$ cat config.mk
export PLATFORM = sky130hd
export DESIGN_NAME = adc_frontend_flat
export DESIGN_NICKNAME = d
export VERILOG_FILES = /design/src/rtl/adc_frontend_pkg.sv /design/src/rtl/adc_frontend_if.sv /design/src/rtl/adc_frontend_dc_est.sv /design/src/rtl/adc_frontend.sv /design/src/flat_wrapper.sv
export SDC_FILE = /design/constraint.sdc
export NUM_CORES = 1
export LEC_CHECK = 0
export CORE_MARGIN = 8
export CORE_UTILIZATION = 47
export DETAILED_ROUTE_END_ITERATION = 10
export GPL_TIMING_DRIVEN = 0
export HOLD_SLACK_MARGIN = 0.1
export PLACE_DENSITY = 0.78
export SLEW_MARGIN = 20
export SYNTH_ARGS = -nofsm -noshare
export SYNTH_HDL_FRONTEND = slang
export SYNTH_SLANG_ARGS = --single-unit
$ cat constraint.sdc
create_clock -name sys_clk -period 2.9 [get_ports sys_clk]
set_clock_uncertainty 0.15 [all_clocks]
set_input_delay 0.29 -clock sys_clk [delete_from_list [all_inputs] [get_ports sys_clk]]
set_output_delay 0.29 -clock sys_clk [all_outputs]
set_load 0.01 [all_outputs]
$ cat src/rtl/adc_frontend_pkg.sv
// Shared types and helpers for the ADC front end and its DC estimator.
package adc_frontend_pkg;

   typedef enum logic [1:0] {
      WARMUP = 2'd0,
      TRACK  = 2'd1,
      FROZEN = 2'd2
   } dc_state_e;

   // Largest value representable in a w-bit two's complement word.
   function automatic int sat_max(input int w);
      return (1 << (w - 1)) - 1;
   endfunction

   // Smallest value representable in a w-bit two's complement word.
   function automatic int sat_min(input int w);
      return -(1 << (w - 1));
   endfunction

   // Offset-binary to two's complement for a w-bit word: flip the MSB.
   function automatic logic [31:0] ob_to_tc(input logic [31:0] x, input int w);
      return x ^ (32'd1 << (w - 1));
   endfunction

endpackage

$ cat src/rtl/adc_frontend_if.sv
// Sample stream into the front end and conditioned stream out of it.
interface adc_frontend_if #(
   parameter int ADC_W = 12,
   parameter int OW    = 12
) ();
   logic [ADC_W-1:0]     adc_data;
   logic                 adc_ovr;
   logic                 adc_valid;
   logic signed [OW-1:0] out_data;
   logic                 out_valid;

   // Source side: drives raw samples, consumes conditioned ones.
   modport master (output adc_data, adc_ovr, adc_valid, input out_data, out_valid);
   // Front-end side.
   modport slave  (input adc_data, adc_ovr, adc_valid, output out_data, out_valid);
endinterface

$ cat src/rtl/adc_frontend_dc_est.sv
// Block-average DC estimator: sums 2^AVG_LOG2 valid samples, publishes the
// floored mean, and gates accumulation while frozen.
module dc_offset_estimator
   import adc_frontend_pkg::*;
#(
   parameter int ADC_W    = 12,
   parameter int AVG_LOG2 = 12
) (
   input  logic                    clk,
   input  logic                    rst,
   input  logic                    smp_vld,
   input  logic signed [ADC_W-1:0] smp,
   input  logic                    freeze,
   output logic signed [ADC_W-1:0] offset,
   output logic                    dc_valid
);
   localparam int ACC_W = ADC_W + AVG_LOG2;

   dc_state_e               state_q, state_d;
   logic signed [ACC_W-1:0] acc_q, acc_d, acc_sum;
   logic [AVG_LOG2-1:0]     cnt_q, cnt_d;
   logic signed [ADC_W-1:0] off_q, off_d;
   logic                    acc_en, win_done;

   // State and datapath registers.
   always_ff @(posedge clk) begin
      if (rst) begin
         state_q <= WARMUP;
         acc_q   <= '0;
         cnt_q   <= '0;
         off_q   <= '0;
      end else begin
         state_q <= state_d;
         acc_q   <= acc_d;
         cnt_q   <= cnt_d;
         off_q   <= off_d;
      end
   end

   // Accumulate unless frozen; the last sample of a window closes it out.
   always_comb begin
      acc_en   = smp_vld && !freeze;
      win_done = acc_en && (cnt_q == '1);
      acc_sum  = acc_q + ACC_W'(smp);
      acc_d    = acc_q;
      cnt_d    = cnt_q;
      off_d    = off_q;
      if (win_done) begin
         acc_d = '0;
         cnt_d = '0;
         off_d = ADC_W'(acc_sum >>> AVG_LOG2);
      end else if (acc_en) begin
         acc_d = acc_sum;
         cnt_d = cnt_q + AVG_LOG2'(1);
      end
   end

   // Next state: first window leaves warm-up, freeze toggles TRACK/FROZEN.
   always_comb begin
      state_d = state_q;
      unique case (state_q)
         WARMUP:  if (win_done) state_d = TRACK;
         TRACK:   if (freeze)   state_d = FROZEN;
         FROZEN:  if (!freeze)  state_d = TRACK;
         default: state_d = WARMUP;
      endcase
   end

   // Outputs: estimate is trusted once any window has completed.
   always_comb begin
      dc_valid = (state_q != WARMUP);
      offset   = off_q;
   end

endmodule

$ cat src/rtl/adc_frontend.sv
// ADC input conditioning: offset-binary to two's complement, DC removal with
// saturation to OW bits, and overrange tracking. Two register stages.
module adc_frontend
   import adc_frontend_pkg::*;
#(
   parameter int ADC_W    = 12,
   parameter int OW       = 12,
   parameter int AVG_LOG2 = 12,
   parameter int CNT_W    = 16
) (
   input  logic              sys_clk,
   input  logic              rst,
   adc_frontend_if.slave     bus,
   input  logic              dc_remove_en,
   input  logic              offset_freeze,
   input  logic              ovr_clear,
   output logic              dc_valid,
   output logic [ADC_W-1:0]  dbg_dc_offset,
   output logic              ovr_flag,
   output logic [CNT_W-1:0]  ovr_count
);
   localparam logic signed [OW:0] SAT_HI = (OW + 1)'(sat_max(OW));
   localparam logic signed [OW:0] SAT_LO = (OW + 1)'(sat_min(OW));

   logic signed [ADC_W-1:0] raw_s_q, raw_s_d;
   logic [1:0]              vld_pipe_q, vld_pipe_d;  // [0] stage 0, [1] output
   logic                    ovr_evt_q, ovr_evt_d;
   logic signed [OW-1:0]    out_data_q, out_data_d;
   logic                    ovr_flag_q, ovr_flag_d;
   logic [CNT_W-1:0]        ovr_cnt_q, ovr_cnt_d;

   logic signed [ADC_W-1:0] dc_off, sub;
   logic signed [ADC_W:0]   diff;
   logic signed [OW:0]      diff_ext;

   dc_offset_estimator #(.ADC_W(ADC_W), .AVG_LOG2(AVG_LOG2)) u_est (
      .clk      (sys_clk),
      .rst      (rst),
      .smp_vld  (vld_pipe_q[0]),
      .smp      (raw_s_q),
      .freeze   (offset_freeze),
      .offset   (dc_off),
      .dc_valid (dc_valid)
   );

   // Pipeline and overrange registers.
   always_ff @(posedge sys_clk) begin
      if (rst) begin
         raw_s_q    <= '0;
         vld_pipe_q <= '0;
         ovr_evt_q  <= 1'b0;
         out_data_q <= '0;
         ovr_flag_q <= 1'b0;
         ovr_cnt_q  <= '0;
      end else begin
         raw_s_q    <= raw_s_d;
         vld_pipe_q <= vld_pipe_d;
         ovr_evt_q  <= ovr_evt_d;
         out_data_q <= out_data_d;
         ovr_flag_q <= ovr_flag_d;
         ovr_cnt_q  <= ovr_cnt_d;
      end
   end

   // Stage 0: format conversion; rail codes count as overrange too.
   always_comb begin
      raw_s_d    = ADC_W'(ob_to_tc(32'(bus.adc_data), ADC_W));
      vld_pipe_d = {vld_pipe_q[0], bus.adc_valid};
      ovr_evt_d  = bus.adc_valid && (bus.adc_ovr || (&bus.adc_data) || !(|bus.adc_data));
   end

   // Stage 1: subtract estimate with one guard bit, clamp, hold when idle.
   always_comb begin
      sub      = dc_remove_en ? dc_off : '0;
      diff     = $signed({raw_s_q[ADC_W-1], raw_s_q}) - $signed({sub[ADC_W-1], sub});
      diff_ext = (OW + 1)'(diff);
      out_data_d = out_data_q;
      if (vld_pipe_q[0]) begin
         if (diff_ext > SAT_HI)      out_data_d = SAT_HI[OW-1:0];
         else if (diff_ext < SAT_LO) out_data_d = SAT_LO[OW-1:0];
         else                        out_data_d = diff_ext[OW-1:0];
      end
   end

   // Overrange: a coincident event beats clear, so nothing is lost.
   always_comb begin
      ovr_flag_d = ovr_flag_q;
      ovr_cnt_d  = ovr_cnt_q;
      if (ovr_evt_q) begin
         ovr_flag_d = 1'b1;
         if (ovr_clear)       ovr_cnt_d = CNT_W'(1);
         else if (~&ovr_cnt_q) ovr_cnt_d = ovr_cnt_q + CNT_W'(1);
      end else if (ovr_clear) begin
         ovr_flag_d = 1'b0;
         ovr_cnt_d  = '0;
      end
   end

   assign bus.out_data   = out_data_q;
   assign bus.out_valid  = vld_pipe_q[1];
   assign dbg_dc_offset  = dc_off;
   assign ovr_flag       = ovr_flag_q;
   assign ovr_count      = ovr_cnt_q;

endmodule

$ cat src/flat_wrapper.sv
// flat-port wrapper written by rule: the top's interface ports become plain ports
module adc_frontend_flat import adc_frontend_pkg::*;
#(
   parameter int ADC_W    = 12,
   parameter int OW       = 12,
   parameter int AVG_LOG2 = 12,
   parameter int CNT_W    = 16
)
  (sys_clk, rst, dc_remove_en, offset_freeze, ovr_clear, dc_valid, dbg_dc_offset, ovr_flag, ovr_count, bus_adc_data, bus_adc_ovr, bus_adc_valid, bus_out_data, bus_out_valid);
  adc_frontend_if #(.ADC_W(ADC_W), .OW(OW)) bus_i ();
  input  logic sys_clk;
  input  logic rst;
  input  logic dc_remove_en;
  input  logic offset_freeze;
  input  logic ovr_clear;
  output logic dc_valid;
  output logic [ADC_W-1:0] dbg_dc_offset;
  output logic ovr_flag;
  output logic [CNT_W-1:0] ovr_count;
  input wire logic [$bits(bus_i.adc_data)-1:0] bus_adc_data;
  input wire logic [$bits(bus_i.adc_ovr)-1:0] bus_adc_ovr;
  input wire logic [$bits(bus_i.adc_valid)-1:0] bus_adc_valid;
  output wire logic [$bits(bus_i.out_data)-1:0] bus_out_data;
  output wire logic [$bits(bus_i.out_valid)-1:0] bus_out_valid;
  assign bus_i.adc_data = bus_adc_data;
  assign bus_i.adc_ovr = bus_adc_ovr;
  assign bus_i.adc_valid = bus_adc_valid;
  assign bus_out_data = bus_i.out_data;
  assign bus_out_valid = bus_i.out_valid;
  adc_frontend #(.ADC_W(ADC_W), .OW(OW), .AVG_LOG2(AVG_LOG2), .CNT_W(CNT_W)) u_core (.sys_clk(sys_clk), .rst(rst), .bus(bus_i), .dc_remove_en(dc_remove_en), .offset_freeze(offset_freeze), .ovr_clear(ovr_clear), .dc_valid(dc_valid), .dbg_dc_offset(dbg_dc_offset), .ovr_flag(ovr_flag), .ovr_count(ovr_count));
endmodule
# Word level (Yosys, flattened, before mapping)
# Index checks and enable logic that the tools add are counted.
dict set report word_totals {
  in_bits 19
  reg_bits 94
}
dict set report classes {
  n_reduce_logical 16
  n_addsub 4
  order_cmp 2
  eq_ne 7
  bitwise 1
  n_mux 13
}
# op count
set ops {}
lappend ops {{two-way mux 16 bit} 4}
lappend ops {{two-way mux 12 bit} 3}
lappend ops {{adder 24 x 12 -> 24 bit} 1}
lappend ops {{adder 16 x 1 -> 16 bit (second input constant)} 1}
lappend ops {{AND reduction 16 bit} 1}
lappend ops {{> comparator 13 x 12 -> 1 bit (second input constant)} 1}
lappend ops {{less-than comparator 13 x 12 -> 1 bit (second input constant)} 1}
lappend ops {{subtractor 12 x 12 -> 13 bit} 1}
lappend ops {{adder 12 x 1 -> 12 bit (second input constant)} 1}
lappend ops {{equality test 12 bit (second input constant)} 1}
lappend ops {{AND reduction 12 bit} 1}
lappend ops {{OR reduction 12 bit} 1}
lappend ops {{inequality test 2 bit (second input constant)} 4}
lappend ops {{two-way mux 2 bit} 3}
lappend ops {{case mux 2 bit (3 select lines)} 1}
lappend ops {{nonzero test 2 bit} 2}
lappend ops {{logical AND 1 bit} 3}
lappend ops {{AND reduction 3 bit} 1}
lappend ops {{equality test 2 x 1 -> 1 bit (second input constant)} 1}
lappend ops {{equality test 2 bit (second input constant)} 1}
lappend ops {{zero test 1 bit} 2}
lappend ops {{zero test 2 bit} 1}
lappend ops {{logical OR 1 bit} 2}
lappend ops {{two-way mux 1 bit} 2}
lappend ops {{3 further kinds} 3}

# Longest topological paths before layout
dict set report depth {
  ltp_word 5
  depth_mapped 13
  depth_no_buf 13
}

# By module
# Synthesis repeated with hierarchy kept, for this count alone.
dict set report unflattened {
  cells_unflattened 656
  hier_area_um2 5611.6
}
# mod seq_area_each_um2 instances cells_per_inst area_each_um2
set by_module_without_submodules {}
lappend by_module_without_submodules {dc_offset_estimator 1001.0 1 381 3175.5}
lappend by_module_without_submodules {adc_frontend 880.8 1 275 2436.1}

# Worst setup path after synthesis
# OpenSTA, ideal clock, no wires.
dict set report synth_path {
  path_type {in2reg}
  from {input dc_remove_en}
  to {register u_core.out_data_q[1] (netlist: u_core.bus.out_data[1])}
  arrival_ps 2809
  slack_ps -145
  n_path_buf 2
  path_stages 12
  required_ps 2664
  cell_sequence {clkbuf_1 nand2_1 ha_1 or3_1 o211a_1 o21a_1 o21a_1 o41ai_2 xor2_1 buf_4 maj3_1 a211oi_1}
}
dict set report synth_via {
  elab_chain_cells 5
  elab_cells_between_ends 6
  cone_classes {add/sub (1); order compare (2); mux (3)}
}
# item line_no
set synth_rtl {}
lappend synth_rtl {{from (decl)} flat_wrapper.sv:13} ;# input logic dc_remove_en;
lappend synth_rtl {{two-way mux 12 bit (*)} adc_frontend.sv:74} ;# sub = dc_remove_en ? dc_off : '0;
lappend synth_rtl {{subtractor 12 x 12 -> 13 bit (*)} adc_frontend.sv:75} ;# diff = $signed({raw_s_q[ADC_W-1], raw_s_q}) - $signed({sub[ADC_W-1], sub});
lappend synth_rtl {{less-than comparator 13 x 12 -> 1 bit} adc_frontend.sv:80} ;# else if (diff_ext < SAT_LO) out_data_d = SAT_LO[OW-1:0];
lappend synth_rtl {{two-way mux 12 bit} adc_frontend.sv:80}
lappend synth_rtl {{two-way mux 12 bit (*)} adc_frontend.sv:79} ;# if (diff_ext > SAT_HI) out_data_d = SAT_HI[OW-1:0];
lappend synth_rtl {{to (signal assigned)} adc_frontend.sv:59} ;# out_data_q <= out_data_d;
lappend synth_rtl {{to (decl)} adc_frontend.sv:28} ;# logic signed [OW-1:0] out_data_q, out_data_d;
# Every way passes the cells marked *; elsewhere a longest branch is shown, timed or not.
# A chain may end at the register's enable or synchronous reset.

# Final worst setup path
dict set report layout_path {
  from {register u_core.u_est.off_q[4] (netlist: u_core.u_est.offset[4])}
  to {register u_core.out_data_q[4] (netlist: u_core.bus.out_data[4])}
}
dict set report layout_via {
  elab_chain_cells 5
  elab_cells_between_ends 6
  cone_classes {add/sub (1); order compare (2); mux (3)}
}
# item line_no
set layout_rtl {}
lappend layout_rtl {{from (decl)} adc_frontend_dc_est.sv:22} ;# logic signed [ADC_W-1:0] off_q, off_d;
lappend layout_rtl {{from (signal assigned)} adc_frontend_dc_est.sv:31} ;# off_q <= '0;
lappend layout_rtl {{from (signal assigned)} adc_frontend_dc_est.sv:36} ;# off_q <= off_d;
lappend layout_rtl {{two-way mux 12 bit (*)} adc_frontend.sv:74}
lappend layout_rtl {{subtractor 12 x 12 -> 13 bit (*)} adc_frontend.sv:75}
lappend layout_rtl {{less-than comparator 13 x 12 -> 1 bit} adc_frontend.sv:80}
lappend layout_rtl {{two-way mux 12 bit} adc_frontend.sv:80}
lappend layout_rtl {{two-way mux 12 bit (*)} adc_frontend.sv:79}
# Marked as above.

==> metrics.md <==
| Metric | Value |
|---|---|
| Reg2Reg Depth | `11` |
| Top Ports | `62` |
| Grt total ovfl | `0` |
| Post-Synth XOR/XNOR Area | `0.08115` |
| Violated checks | `negative setup slack` |
| Final hold violation count | `0` |
| Post-layout util | `0.6232` |
| Final worst slack | `-200.6 ps` |
| Setup crit end kind | `register` |
| Ratio of cells with drive above 1 in the final layout | `0.1516` |
| FP Rows | `38` |
| Largest stage delay, worst path | `370 ps` |
| Max Clock Freq | `322.5 MHz` |
| Worst path buffer plus inverter count | `1` |
| CP Max Fanout | `5` |
| Cell mode on critical path | `o21a_1` |
| Pwr/cell area | `450.0 nW/µm²` |
| Startpoint Class | `register` |
| Die height | `122.1 µm` |
| HPWL Detailed | `10,350 µm` |
| Hold Path Depth | `2` |
| Syn. warnings | `0` |
| Clock root buffer | `clkbuf_16` |
| Critical-path top delay cell | `xor2_1` |
| FF-to-FF Start | `u_core.u_est.offset[4]` |
| Status | `finished with violations` |
| Setup violation total in the final timing report | `11` |
| Final Slew Violations | `0` |
| Post-DP Area | `around 6100 µm²` |
| Number of diodes | `0` |
| Hold Path End | `u_core.u_est.acc_q[9]` |
| Port bufs | `~60` |
| Leak | `2.581 nW` |
| Avg Cell Area, Syn | `about 8 µm²` |
| Mapped Area | `5289 µm²` |
| Vias in the first global route | `4,821` |
| CTS Buf Count | `9` |
| Critical Path Stages | `11` |
| Peak supply drop | `between 200 and 300 µV` |
| Synth top area cells | `dfxtp_1 (36%), ha_1 (9.0%), nand2_1 (6.1%)` |
| Placed cell count | `845` |
| Relative slew margins | `0.5210` |
| Count of cell types in the netlist | `48` |
| Clk Latency, worst-skew pair | `350 ps` |
| Main combinational cell family by area after synthesis | `simple AND/OR/NAND/NOR gates` |
| Prevailing post-synth register cell | `dfxtp_1` |
| Syn Nets | `~700` |
| Multi-input gate area | `3503 µm²` |
| R2r endpoint | `u_core.bus.out_data[4]` |
| Synth Area in Simple Gates | `0.2427` |
| Tot GR Track Use | `0.1985` |
| First-pass GRT wire length | `23,750 µm` |
| Final net count | `between 700 and 800` |
| Clk buf depth | `2` |
| Beginning of the worst hold path | `u_core.u_est.acc_q[9]` |
| Pre-antenna DRT Iters | `5` |
| R2R Setup Slk | `-200 ps` |
| CTS tree | `done` |
| Worst-path clk slew | `70 ps` |
| Final antenna-violating net count | `0` |
| Htree depth | `3` |
| Actual slew at the worst max-slew pin | `718.5 ps` |
| Post-DR vias/cell | `approximately 5.8` |
| CTS Hold Buffers Added | `0` |
| Gate Count Post-Synth | `roughly 640` |
| Crit path from | `u_core.u_est.offset[4]` |
| RSZ-0062 raised after global routing | `true` |
| Initial Util | `0.4836` |
| DRC Markers | `0` |
| Routed wire length | `15,210 µm` |
| Setup CP Type | `reg -> reg` |
| WL/cell | `17.30 µm` |
| Largest area contributor in the netlist | `dfxtp_1` |
| Core area | `approximately 11,000 µm²` |
| Vias | `5,065` |
| Post-route insts no fill | `between 800 and 900` |
| Number of flops mapped to enable cells by yosys | `0` |
| #FFs+latches synth | `94` |
| Antenna violations before repair | `0` |
| Hold WS | `307.7 ps` |
| Adder-Cell Fraction of Synth Area | `0.1183` |
| Worst EP required | `2950 ps` |
| DIE AREA | `14,900 µm²` |
| Final Wtd Congestion | `0.9253` |
| Final worst-path cycle share | `1.069` |
| Pin count of the biggest net entering global routing | `17` |
| Register area | `1894 µm²` |
| Worst-path cell chain | `nand2_2, ha_4, or3_1, o211a_1, o21a_1, o21a_1, o41ai_2, xor2_1, buf_4, maj3_2, a211oi_2` |
| Synth Area in Compound Gates | `0.1559` |
| DR iter-0 viols | `470` |
| CTS sink count | `94` |
| Arrival @ worst endpoint | `between 3000 and 4000 ps` |
| Die width | `122.1 µm` |
| Post-synth top area share | `0.3558` |
| Area Growth Syn to Fin | `28.86%` |
| Sequential area share after synthesis | `0.3558` |
| # Max-Cap Violations | `0` |
| Post-synth ARST share | `0` |
| Fin area | `6815 µm²` |
| Post-synthesis mux area share | `0.01348` |
| CP top delay family | `compound AO/OA/AOI/OAI gates` |
| Fillers | `853` |
| Hold Crit Class | `reg -> reg` |
| Tmin final | `3101 ps` |
[through the flow]
| stage | power [mW] | setup WS, ps | TNS, ps |
|---|---|---|---|
| 4_1_cts | 3.017 | -106.0 | -859.2 |
| 3_3_place_gp | 1.756 | -730.4 | -9625 |
| 3_5_place_dp | 1.773 | -868.1 | -12110 |
| 5_1_grt | 3.153 | -227.0 | -2430 |
| 6_report | 3.067 | -200.6 | -1939 |
| 2_1_floorplan | 1.638 | -15.60 | -15.60 |
[worst min-delay path, stage by stage (launching register included)]
cell     delay [ps]
dfxtp_1         320
nand2_1          50
a21oi_1          50
[cell usage after synthesis, drive strengths merged (6+ instances only)]
master / n
xor2: 27
and3: 15
mux2i: 6
nand3: 15
and2: 7
nand3b: 6
nor3: 7
ha: 38
a21o: 9
nand2b: 8
a21oi: 57
o21ai: 23
a211oi: 14
inv: 15
or2: 6
xnor2: 22
dfxtp: 94
clkbuf: 25
nor2: 64
maj3: 11
nor2b: 18
nand2: 86
o21a: 7
nand4: 13
or3: 6
[how the worst max path moves through the flow]
stage                                    to  slack, ps
detailed placement   u_core.bus.out_data[0]       -870
floorplan            u_core.bus.out_data[1]        -20
global route         u_core.bus.out_data[8]       -230
finish               u_core.bus.out_data[4]       -200
global placement     u_core.bus.out_data[1]       -730
CTS                 u_core.bus.out_data[10]       -110
[routing by layer]
metal	up-vias	track usage	wire length, µm
met5	-	0	0
met4	0	0.08835	435
met3	41	0.03563	1119
met2	223	0.3420	7280
met1	2370	0.2364	6372
li1	2431	-	-
[final cells by class]
type	instances	share of cell area
multi-input cells	506	0.5140
clock inverters	7	0.01046
plain buffers	27	0.01873
inverters	15	0.008261
repair buffers	81	0.1118
flip-flops and latches	94	0.2780
well taps	140	0.02570
clock buffers	9	0.03305
[sequential cells by signal (all words and copies together), names as in the netlist, 2 cells and up]
register              flops
u_core.raw_s_q           12
u_core.u_est.acc_q       24
u_core.u_est.state_q      2
u_core.bus.out_data      12
u_core.u_est.offset      12
u_core.vld_pipe_q         2
u_core.u_est.cnt_q       12
u_core.ovr_count         16
[cells by family after synthesis]
logic type               Yosys count
buffers and inverters             44
adder cells (fa/ha/maj)           51
AND/OR/NAND/NOR                  265
XOR/XNOR                          49
multiplexers                       7
AO/OA/AOI/OAI                    134
flip-flops                        94
[what timing repair did]
action / in CTS / in global routing
gates resized for setup: 50 / 32
buffers inserted: 10 / 9
cloned: 1 / 0
pin swaps: 21 / 11
setup endpoints to repair: 22 / 45
[layout by cell type, fill, tap and decap left out, types with 4 or more instances in the layout]
cell type         n
xor2_1           27
nor3_1            6
o21ai_0          19
or3_1             6
and2_1            7
o21ai_1           4
dfxtp_1          86
nand3_1          15
nand3b_1          6
o21a_1            7
ha_1             25
inv_1            15
a211oi_2         11
clkdlybuf4s50_1  60
nand2b_1          8
o211ai_1          4
maj3_2           11
ha_4              9
nand2_1          81
xnor2_1          22
buf_4            21
and3_1           14
o21bai_1          4
nor2_1           64
clkbuf_1         20
nand4_1          13
dfxtp_2           7
mux2i_1           6
clkbuf_16         9
a21oi_1          54
ha_2              4
nand2_2           5
or2_2             6
nor2b_1          17
a21o_1            9
[report_power, final]
| group | leakage (nW) | switching (mW) | internal, mW | total, mW |
|---|---|---|---|---|
| registers | 0.769 | 0.0352 | 1.32 | 1.36 |
| logic | 1.66 | 0.261 | 0.237 | 0.497 |
| clock network | 0.150 | 0.537 | 0.672 | 1.21 |
| total | 2.58 | 0.833 | 2.23 | 3.07 |
Power figures use the tool's default switching activity.
